[config.mk]
export PLATFORM = sky130hd
export DESIGN_NAME = vga_fb_arbiter_flat
export DESIGN_NICKNAME = d
export VERILOG_FILES = /design/src/rtl/vga_fb_arbiter_if.sv /design/src/rtl/vga_fb_arbiter.sv /design/src/flat_wrapper.sv
export SDC_FILE = /design/constraint.sdc
export NUM_CORES = 1
export LEC_CHECK = 0
export CAP_MARGIN = 30
export CORE_AREA = 10 10 148 150
export DETAILED_ROUTE_END_ITERATION = 7
export DIE_AREA = 0 0 158 160
export SLEW_MARGIN = 10
export SYNTH_ARGS = -nofsm -noshare
export SYNTH_HDL_FRONTEND = slang
export SYNTH_SLANG_ARGS = --single-unit
[constraint.sdc]
create_clock -name clk -period 3.8 [get_ports clk]
set_clock_uncertainty 0.2 [all_clocks]
set_input_delay 0.57 -clock clk [delete_from_list [all_inputs] [get_ports clk]]
set_output_delay 0.57 -clock clk [all_outputs]
set_load 0.01 [all_outputs]
[src/rtl/vga_fb_arbiter_if.sv]
// vga_fb_arbiter_if: GPU write handshake plus framebuffer RAM port
//   wr_valid/wr_ready/wr_addr/wr_data : GPU pixel-write request channel
//   mem_en/mem_we/mem_addr/mem_wdata  : RAM access strobe, write enable, address, write data
//   mem_rdata                         : RAM read data, valid the cycle after a read
//   slave modport is the arbiter's view, master the GPU/RAM side
interface vga_fb_arbiter_if #(
   parameter int AW = 19,
   parameter int DW = 16
);
   logic          wr_valid;
   logic          wr_ready;
   logic [AW-1:0] wr_addr;
   logic [DW-1:0] wr_data;
   logic          mem_en;
   logic          mem_we;
   logic [AW-1:0] mem_addr;
   logic [DW-1:0] mem_wdata;
   logic [DW-1:0] mem_rdata;
   modport slave (
      input  wr_valid, wr_addr, wr_data, mem_rdata,
      output wr_ready, mem_en, mem_we, mem_addr, mem_wdata
   );
   modport master (
      output wr_valid, wr_addr, wr_data, mem_rdata,
      input  wr_ready, mem_en, mem_we, mem_addr, mem_wdata
   );
endinterface

[src/rtl/vga_fb_arbiter.sv]
// vga_fb_arbiter: shares one framebuffer RAM between VGA scanout (priority) and a FIFO-buffered GPU write port
//   clk, rst                  : pixel clock, asynchronous active-low reset
//   t_hsync/t_vsync/t_valid   : video timer strobes
//   bus                       : GPU write channel and RAM port (slave modport)
//   pix_valid/pix_data        : scanout pixel, aligned with RAM read data
//   hsync_o/vsync_o           : timer syncs delayed one cycle to match pix_data
//   frame_start               : one-cycle pulse on a t_vsync rising edge
//   wbuf_level                : write FIFO occupancy
module vga_fb_arbiter #(
   parameter  int HACTIVE    = 800,
   parameter  int VACTIVE    = 600,
   parameter  int AW         = 19,
   parameter  int DW         = 16,
   parameter  int WBUF_DEPTH = 4,
   localparam int PW         = $clog2(WBUF_DEPTH),
   localparam int LW         = PW + 1
) (
   input  logic          clk,
   input  logic          rst,
   input  logic          t_hsync,
   input  logic          t_vsync,
   input  logic          t_valid,
   vga_fb_arbiter_if.slave bus,
   output logic          pix_valid,
   output logic [DW-1:0] pix_data,
   output logic          hsync_o,
   output logic          vsync_o,
   output logic          frame_start,
   output logic [LW-1:0] wbuf_level
);
   localparam int NPIX = HACTIVE * VACTIVE;

   logic [AW+DW-1:0] wbuf_q [WBUF_DEPTH];
   logic [PW-1:0]    head_q, head_d, tail_q, tail_d;
   logic [LW-1:0]    level_q, level_d;
   logic [AW-1:0]    rd_addr_q, rd_addr_d;
   logic             pix_valid_q, pix_valid_d;
   logic             hsync_q, hsync_d;
   logic             vsync_q, vsync_d;
   logic             push, pop, rd;
   logic [AW-1:0]    head_addr;
   logic [DW-1:0]    head_data;

   assign {head_addr, head_data} = wbuf_q[head_q];

   always_comb begin
      // readiness looks only at registered occupancy, so a same-cycle pop never frees a slot
      bus.wr_ready  = rst && (level_q != LW'(WBUF_DEPTH));
      push          = bus.wr_valid && bus.wr_ready;
      rd            = rst && t_valid;
      pop           = rst && !t_valid && (level_q != '0);
      frame_start   = rst && t_vsync && !vsync_q;
      bus.mem_en    = rd || pop;
      bus.mem_we    = pop;
      bus.mem_addr  = rd ? rd_addr_q : pop ? head_addr : '0;
      bus.mem_wdata = pop ? head_data : '0;
      head_d        = pop ? head_q + 1'b1 : head_q;
      tail_d        = push ? tail_q + 1'b1 : tail_q;
      level_d       = level_q + LW'(push) - LW'(pop);
      // a vsync edge re-aligns scanout and wins over the increment
      rd_addr_d     = frame_start ? '0 :
                      !rd ? rd_addr_q :
                      (rd_addr_q == AW'(NPIX - 1)) ? '0 : rd_addr_q + 1'b1;
      pix_valid_d   = t_valid;
      hsync_d       = t_hsync;
      vsync_d       = t_vsync;
   end

   always_ff @(posedge clk or negedge rst) begin
      if (!rst) begin
         head_q      <= '0;
         tail_q      <= '0;
         level_q     <= '0;
         rd_addr_q   <= '0;
         pix_valid_q <= 1'b0;
         hsync_q     <= 1'b0;
         vsync_q     <= 1'b0;
      end else begin
         head_q      <= head_d;
         tail_q      <= tail_d;
         level_q     <= level_d;
         rd_addr_q   <= rd_addr_d;
         pix_valid_q <= pix_valid_d;
         hsync_q     <= hsync_d;
         vsync_q     <= vsync_d;
      end
   end

   always_ff @(posedge clk) begin
      if (push) wbuf_q[tail_q] <= {bus.wr_addr, bus.wr_data};
   end

   assign pix_valid  = pix_valid_q;
   assign pix_data   = pix_valid_q ? bus.mem_rdata : '0;
   assign hsync_o    = hsync_q;
   assign vsync_o    = vsync_q;
   assign wbuf_level = level_q;
endmodule

[src/flat_wrapper.sv]
// flat-port wrapper written by rule: the top's interface ports become plain ports
module vga_fb_arbiter_flat 
#(
   parameter  int HACTIVE    = 800,
   parameter  int VACTIVE    = 600,
   parameter  int AW         = 19,
   parameter  int DW         = 16,
   parameter  int WBUF_DEPTH = 4,
   localparam int PW         = $clog2(WBUF_DEPTH),
   localparam int LW         = PW + 1
)
  (clk, rst, t_hsync, t_vsync, t_valid, pix_valid, pix_data, hsync_o, vsync_o, frame_start, wbuf_level, bus_wr_valid, bus_wr_addr, bus_wr_data, bus_mem_rdata, bus_wr_ready, bus_mem_en, bus_mem_we, bus_mem_addr, bus_mem_wdata);
  vga_fb_arbiter_if #(.AW(AW), .DW(DW)) bus_i ();
  input  logic clk;
  input  logic rst;
  input  logic t_hsync;
  input  logic t_vsync;
  input  logic t_valid;
  output logic pix_valid;
  output logic [DW-1:0] pix_data;
  output logic hsync_o;
  output logic vsync_o;
  output logic frame_start;
  output logic [LW-1:0] wbuf_level;
  input wire logic [$bits(bus_i.wr_valid)-1:0] bus_wr_valid;
  input wire logic [$bits(bus_i.wr_addr)-1:0] bus_wr_addr;
  input wire logic [$bits(bus_i.wr_data)-1:0] bus_wr_data;
  input wire logic [$bits(bus_i.mem_rdata)-1:0] bus_mem_rdata;
  output wire logic [$bits(bus_i.wr_ready)-1:0] bus_wr_ready;
  output wire logic [$bits(bus_i.mem_en)-1:0] bus_mem_en;
  output wire logic [$bits(bus_i.mem_we)-1:0] bus_mem_we;
  output wire logic [$bits(bus_i.mem_addr)-1:0] bus_mem_addr;
  output wire logic [$bits(bus_i.mem_wdata)-1:0] bus_mem_wdata;
  assign bus_i.wr_valid = bus_wr_valid;
  assign bus_i.wr_addr = bus_wr_addr;
  assign bus_i.wr_data = bus_wr_data;
  assign bus_i.mem_rdata = bus_mem_rdata;
  assign bus_wr_ready = bus_i.wr_ready;
  assign bus_mem_en = bus_i.mem_en;
  assign bus_mem_we = bus_i.mem_we;
  assign bus_mem_addr = bus_i.mem_addr;
  assign bus_mem_wdata = bus_i.mem_wdata;
  vga_fb_arbiter #(.HACTIVE(HACTIVE), .VACTIVE(VACTIVE), .AW(AW), .DW(DW), .WBUF_DEPTH(WBUF_DEPTH)) u_core (.clk(clk), .rst(rst), .t_hsync(t_hsync), .t_vsync(t_vsync), .t_valid(t_valid), .bus(bus_i), .pix_valid(pix_valid), .pix_data(pix_data), .hsync_o(hsync_o), .vsync_o(vsync_o), .frame_start(frame_start), .wbuf_level(wbuf_level));
endmodule
## After elaboration in Yosys (flattened, before gate mapping)

Memories as Yosys holds them, arrays and structs flattened.
Cells that the tools add are included.

- Register bits after elaboration: 29
- Bits in writable memories: 140
- Output and inout port bits: 61
- Word-level logic and storage cells: 36
- Memories: 1

- Add/subtract/negate cells: 5
- Eq/ne operators: 2
- Mux-type cells: 9
- Reductions and logical operators: 12

Memories:

| memory | words | bits a word | rd ports | clocked after Yosys merged registers in | write ports | line | text |
|---|---|---|---|---|---|---|---|
| u_core.wbuf_q | 4 | 35 | 1 | 0 | 1 | vga_fb_arbiter.sv:33 | `logic [AW+DW-1:0] wbuf_q [WBUF_DEPTH];` |

Operators by type and width:

| cell | count |
|---|---|
| $mux W19 | 5 |
| $mux W16 | 2 |
| $add A19 B1 Y19 const B | 1 |
| $eq A19 B19 Y1 const B | 1 |
| $logic_and A1 B1 Y1 | 7 |
| $add A2 B1 Y2 const B | 2 |
| $add A3 B1 Y3 | 1 |
| $ne A3 B3 Y1 const B | 1 |
| $reduce_bool A3 Y1 | 1 |
| $sub A3 B1 Y3 | 1 |
| $logic_not A1 Y1 | 2 |
| $mux W1 | 2 |
| $reduce_bool A2 Y1 | 1 |
| $logic_or A1 B1 Y1 | 1 |

## Longest topological paths before layout

- Depth in word-level cells: 5
- Depth in mapped cells: 10
- Depth with buffers taken out: 8

## Least setup slack after synthesis

OpenSTA, ideal clock, no wires.

- Path kind: flip-flop to flip-flop
- Start: register u_core.level_q[2], in the netlist u_core.wbuf_level[2]
- End: register u_core.level_q[2], in the netlist u_core.wbuf_level[2]
- Arrival time: 2.534 ns
- Path slack: 0.940 ns
- Stages on the path, launching flop included: 11
- Buffers on the path: 2
- Clock period less this slack: 2.860 ns
- Path through: dfrtp_1 > or3_1 > nor3b_1 > clkbuf_1 > clkbuf_1 > ha_1 > inv_1 > ha_1 > fa_1 > xor2_1 > xnor2_1

- Elaborated cells on any way between the ends: 7
- Those cells by class: 2 x add/sub; 1 x eq/ne; 4 x reduce/logical

RTL lines:

| what | line | text |
|---|---|---|
| start, declared | vga_fb_arbiter.sv:35 | `logic [LW-1:0] level_q, level_d;` |
| start signal, assigned | vga_fb_arbiter.sv:81 | `level_q <= level_d;` |
| $reduce_bool A3 Y1 | vga_fb_arbiter.sv:51 | `pop = rst && !t_valid && (level_q != '0);` |
| $logic_and A1 B1 Y1 | vga_fb_arbiter.sv:51 |  |
| via bus_mem_we | flat_wrapper.sv:31 | `output wire logic [$bits(bus_i.mem_we)-1:0] bus_mem_we;` |
| $sub A3 B1 Y3 | vga_fb_arbiter.sv:59 | `level_d = level_q + LW'(push) - LW'(pop);` |
| via u_core.level_d[2] | vga_fb_arbiter.sv:35 |  |

The timed path passes the listed nets, and every way through them passes these cells.
A chain may end at the register's enable or synchronous reset.

## Worst setup path after layout

- Start: input port rst
- End: output port bus_mem_addr[2]

- Cells in the longest elaborated chain, start to end: 4
- Elaborated cells on any way between the ends: 5
- Those cells by class: 2 x mux; 3 x reduce/logical

Ends and longest elaborated chain:

| what | line | text |
|---|---|---|
| start, declared | flat_wrapper.sv:15 | `input logic rst;` |
| $logic_and A1 B1 Y1 (2 in series) | vga_fb_arbiter.sv:51 |  |
| $mux W19 | vga_fb_arbiter.sv:55 | `bus.mem_addr = rd ? rd_addr_q : pop ? head_addr : '0;` |
| $mux W19 * | vga_fb_arbiter.sv:55 |  |
| end, declared | flat_wrapper.sv:32 | `output wire logic [$bits(bus_i.mem_addr)-1:0] bus_mem_addr;` |

Mark *: on every way between the ends. The rest lies on a longest branch, timed or not.

==> reports/results.env <==
OUTCOME='finished clean'
P_CLK_SHARE_PCT=30.4
REG2REG_TO='u_core.wbuf_level[2]'
STARTPOINT_CLASS_OF_THE_CRITICAL_PATH='input port'
ROOT_BUFFER='sky130_fd_sc_hd__clkbuf_16'
CTS.REPORTEDPATHS.CLKPINSLEW_NS=0.07
TRITONCTS_CLOCK_TREE='built'
INITIAL_CORE_UTIL_PCT=37.1
GRT_ANTENNA_BEFORE_REPAIR=1
HOLD_VIOLATIONS=0
SLOWEST_DELAY_NS=0.56
CP_DATA_ARRIVAL_TIME_NS=2.86
CRITPATHKIND='in -> out'
GRT_PASS1_VIAS=4431
YOSYSWARNINGCOUNT=0
GRTUSAGETOTAL_PCT=13.2
LAUNCHING_POINT_OF_THE_WORST_REG2REG_PATH='u_core.wbuf_level[2]'
POSTCTSSETUPBUFFERS=0
DETAIL_ROUTE.DRC_VIOLATIONS=0
CTS-ROOT-TO-SINK-BUFFERS=2
LEAKAGEPOWER_nW=3.19
FIN_SETUP_TNS_NS=0
MIN_DELAY_WORST_ENDPOINT='u_core.wbuf_level[2]'
REG2REG_SETUP_SLACK_NS=1.04
FINAL-MAX-SLEW-VIOLATION-COUNT=0
SLOWEST_STAGE='sky130_fd_sc_hd__clkdlybuf4s50_1'
POST_LAYOUT_NONFILLER_INSTANCES=800
WIDTH_OF_THE_DIE_UM=158
CRITICAL_PATH_PEAK_FANOUT=31
CP.DEPTH=7
NUMBER_OF_ENABLE_FLIP_FLOP_CELLS_AFTER_SYNTHESIS=140
CLOCK_INSERTION_DELAY_WORST_SKEW_NS=0.42
IO_PINS=118
TRITONCTS.NUM_BUFFERS=17
WORST_SLACK_ON_HOLD_PATHS_NS=0.329
WORST_SETUP_PATH_STARTPOINT='rst'
DIE_HEIGHT_UM=160
AREA_GROWTH_FROM_SYNTHESIS_TO_LAYOUT_PCT=29.7
CELLPOWERDENSITY_mW_PER_MM2=592
SYNTHDISTINCTLIBCELLS=49
CORE_AREA_MM2=0.0191
FLOORPLAN.DIE_AREA_MM2=0.0253
ANTENNA_CELLS=0
CRIT_REQUIRED_NS=3.03
ACTUAL_TRANSITION_AT_THE_WORST_MAX_TRANSITION_PIN_NS=0.595
NUMBER_OF_REGISTER_BITS_INFERRED_BY_SYNTHESIS=169
MOST_COMMON_CELL_AFTER_LAYOUT_FILL_AND_TAPS_ASIDE='sky130_fd_sc_hd__edfxtp_1'
CTS.SINK_COUNT=169
P_SW_SHARE_PCT=28.7
GRT_START_MAX_NET_PINS=36
DRIVE_GT1_SHARE_PCT=17.3
WORST_PATH_DOMINANT_CELL_FAMILY='buffers and inverters'
ANT_NETS=0
SYNTH.NET_COUNT=483
ASYNC_FLOP_SHARE_PCT=17.2
GRT.OVERFLOW.TOTAL=0
SYN-MEAN-INSTANCE-AREA_UM2=16.9
SYNTHCELLS=418
LEVEL_COUNT_OF_THE_CLOCK_H_TREE=4
TIMING.CRITICAL_PATH.CELLS='dlygate4sd3_1, clkbuf_2, inv_1, nor3b_2, buf_6, a22o_1, clkdlybuf4s50_1'
SLEW_HEADROOM_PCT=60.4
DETAILED_PLACER_S_ENDING_HPWL_UM=10800
NET-SWITCHING-POWER_mW=1.56
FINAL_MIN_PERIOD_OVER_CLOCK_PERIOD_PCT=95.6
YS_SEQ_AREA_SHARE_PCT=69.7
TIMING.FINAL.CRIT_PERIOD_NS=3.63
HOLD_CLASS='reg -> reg'
DRT_PASS_1_ITERS=4
WORST_SETUP_PATH_END_KIND='output pin'
WORSTHOLDSTART='u_core.wbuf_level[2]'
NUM_VIAS=4166
GRT_SETUP_UNREPAIRED='false'
INTERNAL_POWER_mW=3.88
DP.CELLS=767
SYNTH.CELL_AREA_MM2=0.00707
CP_NUM_BUF_INV=5
ROUTED_LENGTH_PER_PLACED_INSTANCE_UM=20.6
COMB_POWER_SHARE_PCT=26.2
YS_DOMINANT_REG_CELL='sky130_fd_sc_hd__edfxtp_1'
FIRST_ITER_VIOLATIONS=211
GP_ROUTABILITY_CONGESTION=0.883
DETAIL_ROUTE.WIRELENGTH_UM=16400
ROW_COUNT=51
NUMPORTBUFFERS=117
GRT_FIRST_PASS_WIRELENGTH_UM=25300
SETUP_WS_NS=0.165
TIMING.HOLD.WORST_PATH_DEPTH=1
R2R.WORST_PATH.CELLS=9
IR_WORST_VDD_V=0.000416
SEQUENTIAL_POWER_SHARE_PCT=43.5
ROUTED_VIA_DENSITY=5.21
LAYOUT.CELLS.MOST_COMMON_LIST='sky130_fd_sc_hd__edfxtp_1 (140), sky130_fd_sc_hd__clkdlybuf4s50_1 (116), sky130_fd_sc_hd__and2_1 (36), sky130_fd_sc_hd__mux4_2 (35), sky130_fd_sc_hd__dfrtp_1 (27)'
FINISH.NET_COUNT=614
PLACE_WORST_SETUP_SLACK_NS=0.475
TIMING.FMAX_MHz=275
FINALSETUPVIOLATIONS=0
MAX-CAP-VIOLATIONS=0
[logic make-up after synthesis]
group                    count (synthesis)  share of synthesized area, %
XOR/XNOR                                 5                         0.619
multiplexers                            35                          11.1
buffers and inverters                   29                          1.84
AND/OR/NAND/NOR                        113                          8.95
flip-flops                             169                          69.7
AO/OA/AOI/OAI                           59                          6.24
adder cells (fa/ha/maj)                  8                          1.52
[Yosys cell counts, drive strengths merged (2+ instances only)]
library cell	number	area, µm²
and4	2	17.5
nand2	21	78.8
o21ai	18	90.1
a22o	18	159
and2	37	231
dfrtp	29	726
ha	7	87.6
edfxtp	140	4200
xor2	2	17.5
inv	10	37.5
nor3	5	25.0
nor3b	3	22.5
nor4	4	25.0
or3	4	26.3
nand3	8	45.0
mux4	35	788
clkbuf	12	45.0
nor2	12	45.0
buf	7	47.5
nand4	6	37.5
a31oi	2	12.5
and3	5	31.3
xnor2	3	26.3
a21o	6	45.0
o31ai	5	37.5
[state kept, by name, summed over array words and instances, names as in the netlist]
signal and count:
u_core.head_q 2, u_core.tail_q 2, u_core.hsync_o 1, u_core.rd_addr_q 19, u_core.pix_valid 1, u_core.wbuf_level 3
u_core.wbuf_q 140, u_core.vsync_o 1
[worst max path at each step]
| stage | slack [ns] | endpoint |
|---|---|---|
| floorplan | 0.94 | u_core.wbuf_level[2] |
| global placement | 0.51 | bus_mem_addr[2] |
| finish | 0.17 | bus_mem_addr[2] |
| global route | 0.04 | bus_mem_addr[2] |
| detailed placement | 0.48 | bus_mem_addr[0] |
| CTS | 0.06 | bus_mem_addr[2] |
[layout make-up]
type,count,area [µm²]
Tap cell,238,298
Clock inverter,15,153
Timing Repair Buffer,131,1300
Clock buffer,17,425
Inverter,10,37.5
Sequential cell,169,4930
Multi-Input combinational cell,220,2020
Fill cell,1636,9910
[repair_timing]
item	CTS	global route
gates resized for setup	0	1
endpoints found under the hold margin	3	0
hold buffers	1	0
endpoints found under the setup margin	0	7
[routing by layer]
metal	routed length, µm	up-vias	global-route usage, %
met5	7	-	0
met4	158	2	3.83
met3	1280	12	5.00
met2	8170	144	21.7
met1	6830	2089	15.6
li1	-	1919	-
[power groups by stage]
stage	registers [mW]	logic, mW	clock network, mW
detailed placement	2.41	1.46	0
CTS	2.37	1.47	1.70
global placement	2.39	1.44	0
finish	2.36	1.42	1.65
floorplan	2.34	0.879	0
global route	2.39	1.55	1.78
[stage by stage]
stage | total power, mW | cell area [µm²] | utilization (%)
after floorplan | 3.22 | 7070 | -
after global placement | 3.84 | 8580 | 45.0
after detailed placement | 3.87 | 8580 | 45.0
after CTS | 5.53 | 9170 | 48.1
after global routing | 5.72 | 9170 | 48.1
final | 5.43 | 9170 | 48.1
No activity file was read; power rests on OpenSTA's default activity.
